**src/rtl/id_ex_stage.sv**
```systemverilog
// id_ex_stage: ID/EX pipeline register with stall hold and flush bubble.
// Optional feature: define ID_EX_BUBBLE_CNT_EN to add a saturating 16-bit
// bubble counter on port bubble_cnt.
module id_ex_stage #(
  parameter int DATA_W = 32
) (
  input  logic              clk,
  input  logic              rst_n,
  input  logic              stall,
  input  logic              flush,
  input  logic              id_valid,
  input  logic [1:0]        ALUOp,
  input  logic              ALUSrc,
  input  logic              RegDst,
  input  logic              Branch,
  input  logic              MemRead,
  input  logic              MemWrite,
  input  logic              RegWrite,
  input  logic              MemtoReg,
  input  logic [DATA_W-1:0] id_pc4,
  input  logic [DATA_W-1:0] id_rdata1,
  input  logic [DATA_W-1:0] id_rdata2,
  input  logic [DATA_W-1:0] id_imm,
  input  logic [4:0]        id_rs,
  input  logic [4:0]        id_rt,
  input  logic [4:0]        id_rd,
  output logic [1:0]        ex_ALUOp,
  output logic              ex_ALUSrc,
  output logic              ex_RegDst,
  output logic              ex_Branch,
  output logic              ex_MemRead,
  output logic              ex_MemWrite,
  output logic              ex_RegWrite,
  output logic              ex_MemtoReg,
  output logic [DATA_W-1:0] ex_pc4,
  output logic [DATA_W-1:0] ex_rdata1,
  output logic [DATA_W-1:0] ex_rdata2,
  output logic [DATA_W-1:0] ex_imm,
  output logic [4:0]        ex_rs,
  output logic [4:0]        ex_rt,
  output logic [4:0]        ex_rd,
  output logic              ex_valid
`ifdef ID_EX_BUBBLE_CNT_EN
  ,
  output logic [15:0]       bubble_cnt
`endif
);

  logic load;
  assign load = !flush && !stall;

  // Control and valid: flush clears, stall holds, load copies. An invalid
  // slot loads zeroed controls so nothing with side effects reaches EX.
  always_ff @(posedge clk or negedge rst_n) begin
    if (!rst_n) begin
      ex_ALUOp    <= 2'b00;
      ex_ALUSrc   <= 1'b0;
      ex_RegDst   <= 1'b0;
      ex_Branch   <= 1'b0;
      ex_MemRead  <= 1'b0;
      ex_MemWrite <= 1'b0;
      ex_RegWrite <= 1'b0;
      ex_MemtoReg <= 1'b0;
      ex_valid    <= 1'b0;
    end else if (flush) begin
      ex_ALUOp    <= 2'b00;
      ex_ALUSrc   <= 1'b0;
      ex_RegDst   <= 1'b0;
      ex_Branch   <= 1'b0;
      ex_MemRead  <= 1'b0;
      ex_MemWrite <= 1'b0;
      ex_RegWrite <= 1'b0;
      ex_MemtoReg <= 1'b0;
      ex_valid    <= 1'b0;
    end else if (!stall) begin
      ex_ALUOp    <= id_valid ? ALUOp : 2'b00;
      ex_ALUSrc   <= id_valid & ALUSrc;
      ex_RegDst   <= id_valid & RegDst;
      ex_Branch   <= id_valid & Branch;
      ex_MemRead  <= id_valid & MemRead;
      ex_MemWrite <= id_valid & MemWrite;
      ex_RegWrite <= id_valid & RegWrite;
      ex_MemtoReg <= id_valid & MemtoReg;
      ex_valid    <= id_valid;
    end
  end

  // Data and specifiers only change on a load; flush leaves them in place.
  always_ff @(posedge clk or negedge rst_n) begin
    if (!rst_n) begin
      ex_pc4    <= '0;
      ex_rdata1 <= '0;
      ex_rdata2 <= '0;
      ex_imm    <= '0;
      ex_rs     <= 5'd0;
      ex_rt     <= 5'd0;
      ex_rd     <= 5'd0;
    end else if (load) begin
      ex_pc4    <= id_pc4;
      ex_rdata1 <= id_rdata1;
      ex_rdata2 <= id_rdata2;
      ex_imm    <= id_imm;
      ex_rs     <= id_rs;
      ex_rt     <= id_rt;
      ex_rd     <= id_rd;
    end
  end

`ifdef ID_EX_BUBBLE_CNT_EN
  logic bubble;
  assign bubble = flush || (load && !id_valid);

  // Count bubble edges, saturating at all-ones; stall edges are not bubbles.
  always_ff @(posedge clk or negedge rst_n) begin
    if (!rst_n) begin
      bubble_cnt <= 16'h0000;
    end else if (bubble && (bubble_cnt != 16'hFFFF)) begin
      bubble_cnt <= bubble_cnt + 16'h0001;
    end
  end
`endif

endmodule

```
**config.mk**
```make
export PLATFORM = sky130hd
export DESIGN_NAME = id_ex_stage
export DESIGN_NICKNAME = d
export VERILOG_FILES = /design/src/rtl/id_ex_stage.sv
export SDC_FILE = /design/constraint.sdc
export NUM_CORES = 1
export LEC_CHECK = 0
export ABC_AREA = 1
export ABC_CLOCK_PERIOD_IN_PS = 800
export CORE_AREA = 4 4 135 137
export DETAILED_ROUTE_END_ITERATION = 16
export DIE_AREA = 0 0 139 141
export PLACE_DENSITY = 0.85
export RECOVER_POWER = 50
export SLEW_MARGIN = 20
export SYNTH_ARGS = -nofsm -noshare
export SYNTH_HDL_FRONTEND = slang
export SYNTH_SLANG_ARGS = --single-unit
```
**constraint.sdc**
```tcl
create_clock -name clk -period 0.8 [get_ports clk]
set_clock_uncertainty 0.05 [all_clocks]
set_input_delay 0.2 -clock clk [delete_from_list [all_inputs] [get_ports clk]]
set_output_delay 0.2 -clock clk [all_outputs]
set_load 0.03 [all_outputs]
```
==> results of run 1 <==
state kept, by name, indices dropped and copies added, names as in the netlist:
name,cells
ex_MemtoReg,1
ex_ALUSrc,1
ex_rdata1,32
ex_rd,5
ex_RegDst,1
ex_RegWrite,1
ex_ALUOp,2
ex_MemRead,1
ex_imm,32
ex_pc4,32
ex_rt,5
ex_valid,1
ex_Branch,1
ex_MemWrite,1
ex_rdata2,32
ex_rs,5
power by group:
group	switching, mW	leakage [nW]	internal [mW]
clock	3.36	0.293	5.02
sequential	0.709	1.90	8.67
combinational	3.69	3.08	3.22
what timing repair did:
item | in CTS | in global routing
hold buffers | 1 | 0
endpoints found under the setup margin | 153 | 209
resized for setup | 160 | 53
hold endpoints to repair | 153 | 0
buffers inserted | 14 | 19
pin swaps | 6 | 19
synthesized netlist by cell type, drive strengths merged:
cell type  instances  area (um^2)
buf               21          163
clkbuf            28          105
dfrtp            153         3830
inv                1         3.75
nand2            307         1150
nand3              9         45.0
nor2               2         26.3
o21ai            143          716
worst max-delay path by stage:
stage,startpoint,end,slack [ns],depth (start not counted)
after floorplan,flush,ex_pc4[0],-0.24,7
after global placement,flush,ex_rdata1[20],-0.36,4
after detailed placement,flush,ex_rdata2[9],-0.41,4
after CTS,ex_MemtoReg,ex_MemtoReg,-0.48,1
after global routing,ex_pc4[11],ex_pc4[11],-0.48,1
final,ex_pc4[11],ex_pc4[11],-0.46,1
worst register-to-register path: stages (launching register included):
cell	delay, ns
dfrtp_2	0.43
buf_4	0.14
buf_6	0.10
nand2_2	0.05
nand2_1	0.04
metal layers:
metal / wire, um / vias up
met5: 0 / -
met4: 527 / 0
met3: 2140 / 40
met2: 11300 / 313
met1: 8130 / 2923
li1: - / 2826
through the flow:
step | utilization [%] | area [um^2]
2_1_floorplan | - | 6070
3_3_place_gp | 54.5 | 9300
3_5_place_dp | 54.5 | 9300
4_1_cts | 62.2 | 10600
5_1_grt | 63.1 | 10800
6_report | 63.1 | 10800
final cells by class:
class	instances	area share, %
clock buffer	18	4.08
clock inverter	14	1.59
inverter	1	0.0349
multi-input combinational	461	18.7
sequential	153	35.6
tap	225	2.62
timing repair buffer	377	37.4
cells by family (layout without fill, tap and decap cells):
logic type / count (synthesis) / after routing / synth area share [%]
compound gates: 143 / 143 / 11.9
simple gates: 318 / 318 / 20.3
flops: 153 / 153 / 63.4
buf+inv: 50 / 410 / 4.50
==> metrics.md, run 1 <==
| Metric | Value |
|---|---|
| Die Footprint | `19600 um^2` |
| Max Freq | `0.795 GHz` |
| DRC Markers | `0` |
| Port Buffers | `between 300 and 400` |
| DP Cell Count | `1190` |
| Max-slew headroom | `71.4%` |
| Part of the Yosys area used for sequential elements | `63.4%` |
| Final hold viol count | `0` |
| Violated checks | `setup timing` |
| Initial Utilization | `35.4%` |
| Avg Synthesized Cell Area | `9.10 um^2` |
| FF-to-FF path depth | `4` |
| GRT met3 Usage | `7.33%` |
| Hold wc startpoint | `stall` |
| Most frequent cells in the layout | `nand2_1, buf_6, clkdlybuf4s50_1` |
| Post-Syn Area | `roughly 6000 um^2` |
| Die Height | `141 um` |
| Syn Inst Count | `approximately 660` |
| Vias after detailed routing | `~6100` |
| Clock Sink Count | `153` |
| Final WS setup | `-0.458 ns` |
| Worst hold path class | `input pin to flop` |
| Worst reg2reg setup slack | `-0.13 ns` |
| Post-route ant nets | `0` |
| TritonCTS clock tree | `done` |
| WP buf/inv | `1` |
| Final setup fails | `320` |
| Delay-heaviest family, CP | `flip-flops` |
| Tot Pwr | `24.7 mW` |
| Std-Cell Rows | `48` |
| Gr busiest metal | `met2` |
| CP Cell Sequence | `buf_12` |
| Final period utilization | `157%` |
| Post-Syn Nets | `821` |
| Final cell count without fillers | `1249` |
| Inserted Clock Buffers | `17` |
| Worst path max stage delay | `0.45 ns` |
| H-tree depth | `4` |
| Initial antenna violation count | `0` |
| Root Buffer | `clkbuf_16` |
| Total GRT Usage | `21.5%` |
| Max Cap Viol | `0` |
| Hold_ws | `0.0664 ns` |
| HPWL Detailed | `between 10000 and 15000 um` |
| 1st-iter DRT viols | `between 400 and 500` |
| Critical path class | `flop to output port` |
| R2R Path Start | `ex_MemtoReg` |
| Core box area | `17100 um^2` |
| Endpoint, Worst Hold | `ex_imm[19]` |
| Leakage power | `between 5 and 6 nW` |
| Synth unique cells | `12` |
| Crit path DAT | `1.01 ns` |
| Area grow syn2layout | `78.1%` |
| NumNets Final | `1168` |
| Skew-Pair Late Insertion Delay | `between 0.4 and 0.5 ns` |
| Final min period | `1.26 ns` |
| CP Data Required Time | `0.55 ns` |
| FF+latch area | `3830 um^2` |
| Longest Clk Path Bufs | `2` |
| Detailed Routing Iterations Pass 1 | `4` |
| Cell Pwr Density | `approximately 2300 nW/um^2` |
| Fillers | `roughly 1300` |
| Layout cells sized above 1 | `27.1%` |
| First-pass GRT wire length | `33500 um` |
| Worst-path cell with the longest stage delay | `dfrtp_2` |
| Diode count | `0` |
| Total Wirelength | `between 20000 and 25000 um` |
| Avg WL per Cell | `17.7 um` |
| Max VDD drop | `1410 uV` |
| Setup TNS | `-68.89 ns` |
| GRT met1 Usage | `24.7%` |
| Outcome | `complete, but fails checks` |
| Hold Path Depth | `3` |
| Crit path max fanout | `2` |
| Synth Register Bits | `153` |
| I/O pin count | `310` |
| Placer Congestion | `between 0.8 and 0.9` |
| Commonest non-fill, non-tap cell in the layout | `nand2_1` |
| Final Max Tran Viols | `0` |
| Global-route met2 utilization | `37.5%` |
| Crit Reg-Reg Endpoint | `ex_MemtoReg` |
| Actual slew at the worst max-slew pin | `0.429 ns` |
| RSZ-0062 raised after global routing | `yes` |
| Worst-path clk slew | `around 0.07 ns` |
| Die width | `139 um` |
| Crit end category | `output port` |
| Vias per cell | `~5` |
| Dpl ws | `-0.414 ns` |
| Crit start category | `flop` |
| Ys Warns | `0` |
| Area occupied by multi-input gates | `~2000 um^2` |
| Largest net degree at the start of global routing | `75` |
| GRT overflow | `0` |
| Vias in the first global route | `6270` |
No activity file was read; power rests on OpenSTA's default activity.
==> run 2: changes to the inputs <==
Settings changed: ABC_CLOCK_PERIOD_IN_PS 800 to 1600, CORE_AREA 4 4 135 137 to 4 4 124 126, DIE_AREA 0 0 139 141 to 0 0 128 130, PLACE_DENSITY 0.85 to 0.94.
Clock period 0.8 ns to 1.6 ns, I/O delays scaled along.
==> run 2 against run 1 <==
Compared with the run above:
- the flow now finishes without violations
- clock power fell by 55%
- critical path depth unchanged
- die area decreased by 15%
- combinational power is 59% lower
- sequential share of layout area is 4.0 points higher
- total power down 55%
- flip-flop and latch count unchanged
- worst setup slack gained 0.49 ns
- wire length fell by 8.9%
- first-iteration DRC count down 19%
- hold slack improved by 0.31 ns
- critical path type unchanged
- largest cell class is now sequential cells
==> metrics.md, run 2 (synthesis gave the netlist of run 1 again) <==
| Metric | Value |
|---|---|
| Port Buffers | `309` |
| Avg WL per Cell | `17.3 um` |
| Hold_ws | `approximately 0.38 ns` |
| Crit end category | `output port` |
| I/O pin count | `310` |
| Worst-path cell with the longest stage delay | `dfrtp_1` |
| Detailed Routing Iterations Pass 1 | `5` |
| Number of setup buffers added after CTS | `0` |
| Post-route ant nets | `0` |
| Diode count | `0` |
| CP Data Required Time | `around 1.2 ns` |
| Crit start category | `flop` |
| DRC Markers | `0` |
| Clock power frac | `34.0%` |
| Worst hold path class | `input pin to flop` |
| Reg power frac | `40.7%` |
| Actual slew at the worst max-slew pin | `between 0.6 and 0.7 ns` |
| Gr busiest metal | `met2` |
| Initial Utilization | `42.2%` |
| Final instance area | `9670 um^2` |
| Logic gate share of total power | `25.3%` |
| Longest Clk Path Bufs | `2` |
| Core box area | `around 14000 um^2` |
| 1st-iter DRT viols | `between 300 and 400` |
| Int Power | `7.63 mW` |
| Cell Pwr Density | `between 1000 and 1500 nW/um^2` |
| Switching Power | `3.55 mW` |
| Leakage power | `4.72 nW` |
| Final setup fails | `0` |
| Commonest non-fill, non-tap cell in the layout | `nand2_1` |
| Final min period | `1.56 ns` |
| Total GRT Usage | `23.7%` |
| Max VDD drop | `665 uV` |
| Initial antenna violation count | `0` |
| Outcome | `completed` |
| GRT met3 Usage | `6.02%` |
| Layout cells sized above 1 | `20.7%` |
| Std-Cell Rows | `44` |
| TritonCTS clock tree | `done` |
| Die Height | `around 130 um` |
| Max Freq | `0.640 GHz` |
| Final hold viol count | `0` |
| WP buf/inv | `1` |
| Delay-heaviest family, CP | `flip-flops` |
| Switching Share | `a little under a third` |
| Vias after detailed routing | `5817` |
| Dpl ws | `0.0911 ns` |
| Root Buffer | `clkbuf_16` |
| GRT met1 Usage | `27.6%` |
| Largest net degree at the start of global routing | `74` |
| Total Wirelength | `20100 um` |
| H-tree depth | `4` |
| Area grow syn2layout | `60.1%` |
| Most frequent cells in the layout | `nand2_1, dfrtp_1, clkdlybuf4s50_1` |
| Critical path class | `flop to output port` |
| Inserted Clock Buffers | `17` |
| Placer Congestion | `0.898` |
| Die Footprint | `16600 um^2` |
| Vias per cell | `4.99` |
| RSZ-0062 raised after global routing | `no` |
| Skew-Pair Late Insertion Delay | `0.40 ns` |
| Max-slew headroom | `a little under three fifths` |
| Worst-path clk slew | `roughly 0.060 ns` |
| Setup TNS | `0 ns` |
| HPWL Detailed | `14700 um` |
| Die width | `128 um` |
| GRT overflow | `0` |
| Global-route met2 utilization | `40.7%` |
| Worst path max stage delay | `around 0.37 ns` |
| Crit path max fanout | `2` |
| Max Cap Viol | `0` |
| Placed Area | `9420 um^2` |
| Final WS setup | `0.0366 ns` |
| Clock Sink Count | `153` |
| Crit path DAT | `around 1.1 ns` |
| NumNets Final | `1125` |
| Final period utilization | `a little over nine tenths` |
| Final Max Tran Viols | `0` |
| First-pass GRT wire length | `30700 um` |
| CP Cell Sequence | `clkdlybuf4s15_1` |
| Final Util | `67.5%` |
| Vias in the first global route | `5871` |
==> run 2: path summary, 6_finish.rpt <==
path                       depth (start not counted)  slack, ns          from            end
min in group asynchronous                          2       0.58         rst_n  ex_rdata1[25]
min reg2reg                                        2       0.44   ex_MemtoReg    ex_MemtoReg
max in group asynchronous                          3       0.18         rst_n  ex_rdata1[21]
max reg2reg                                        2       0.80    ex_imm[24]     ex_imm[24]
max                                                1       0.04  ex_rdata1[9]   ex_rdata1[9]
min                                                3       0.38         stall       ex_rt[2]
==> run 2: what timing repair did <==
action                     CTS  global route
setup endpoints to repair  153            73
gates resized for setup    379            74
hold endpoints to repair    35             0
gates cloned                 0             0
hold buffers                 1             0
==> run 2: worst min-delay path, cell delays in order <==
cell,delay [ns]
buf_4,0.23
o21ai_0,0.11
nand2_1,0.06
==> run 2: layout make-up <==
class	instances	area (um^2)
inverters	1	3.75
multi-input cells	461	1940
repair buffers	334	3100
clock inverters	11	95.1
clock buffers	21	470
well taps	184	230
fillers	1090	4650
flip-flops and latches	153	3830
==> run 2: routing by layer <==
metal	vias up	routed length [um]
li1	2731	-
met1	2746	7300
met2	279	10400
met3	61	1520
met4	0	921
met5	-	0
==> run 2: power by group through the flow <==
stage / Clock (mW) / Sequential (mW) / Combinational [mW]
after floorplan: 0 / 5.55 / 0.520
after global placement: 0 / 4.58 / 3.09
after detailed placement: 0 / 4.62 / 3.16
after CTS: 3.87 / 4.55 / 2.98
after global routing: 4.05 / 4.61 / 3.01
final: 3.80 / 4.55 / 2.83
==> run 2: metrics by stage <==
stage | cells | power, mW
floorplan | 664 | 6.07
global placement | 1132 | 7.67
detailed placement | 1132 | 7.77
CTS | 1165 | 11.4
global route | 1165 | 11.7
finish | 1165 | 11.2
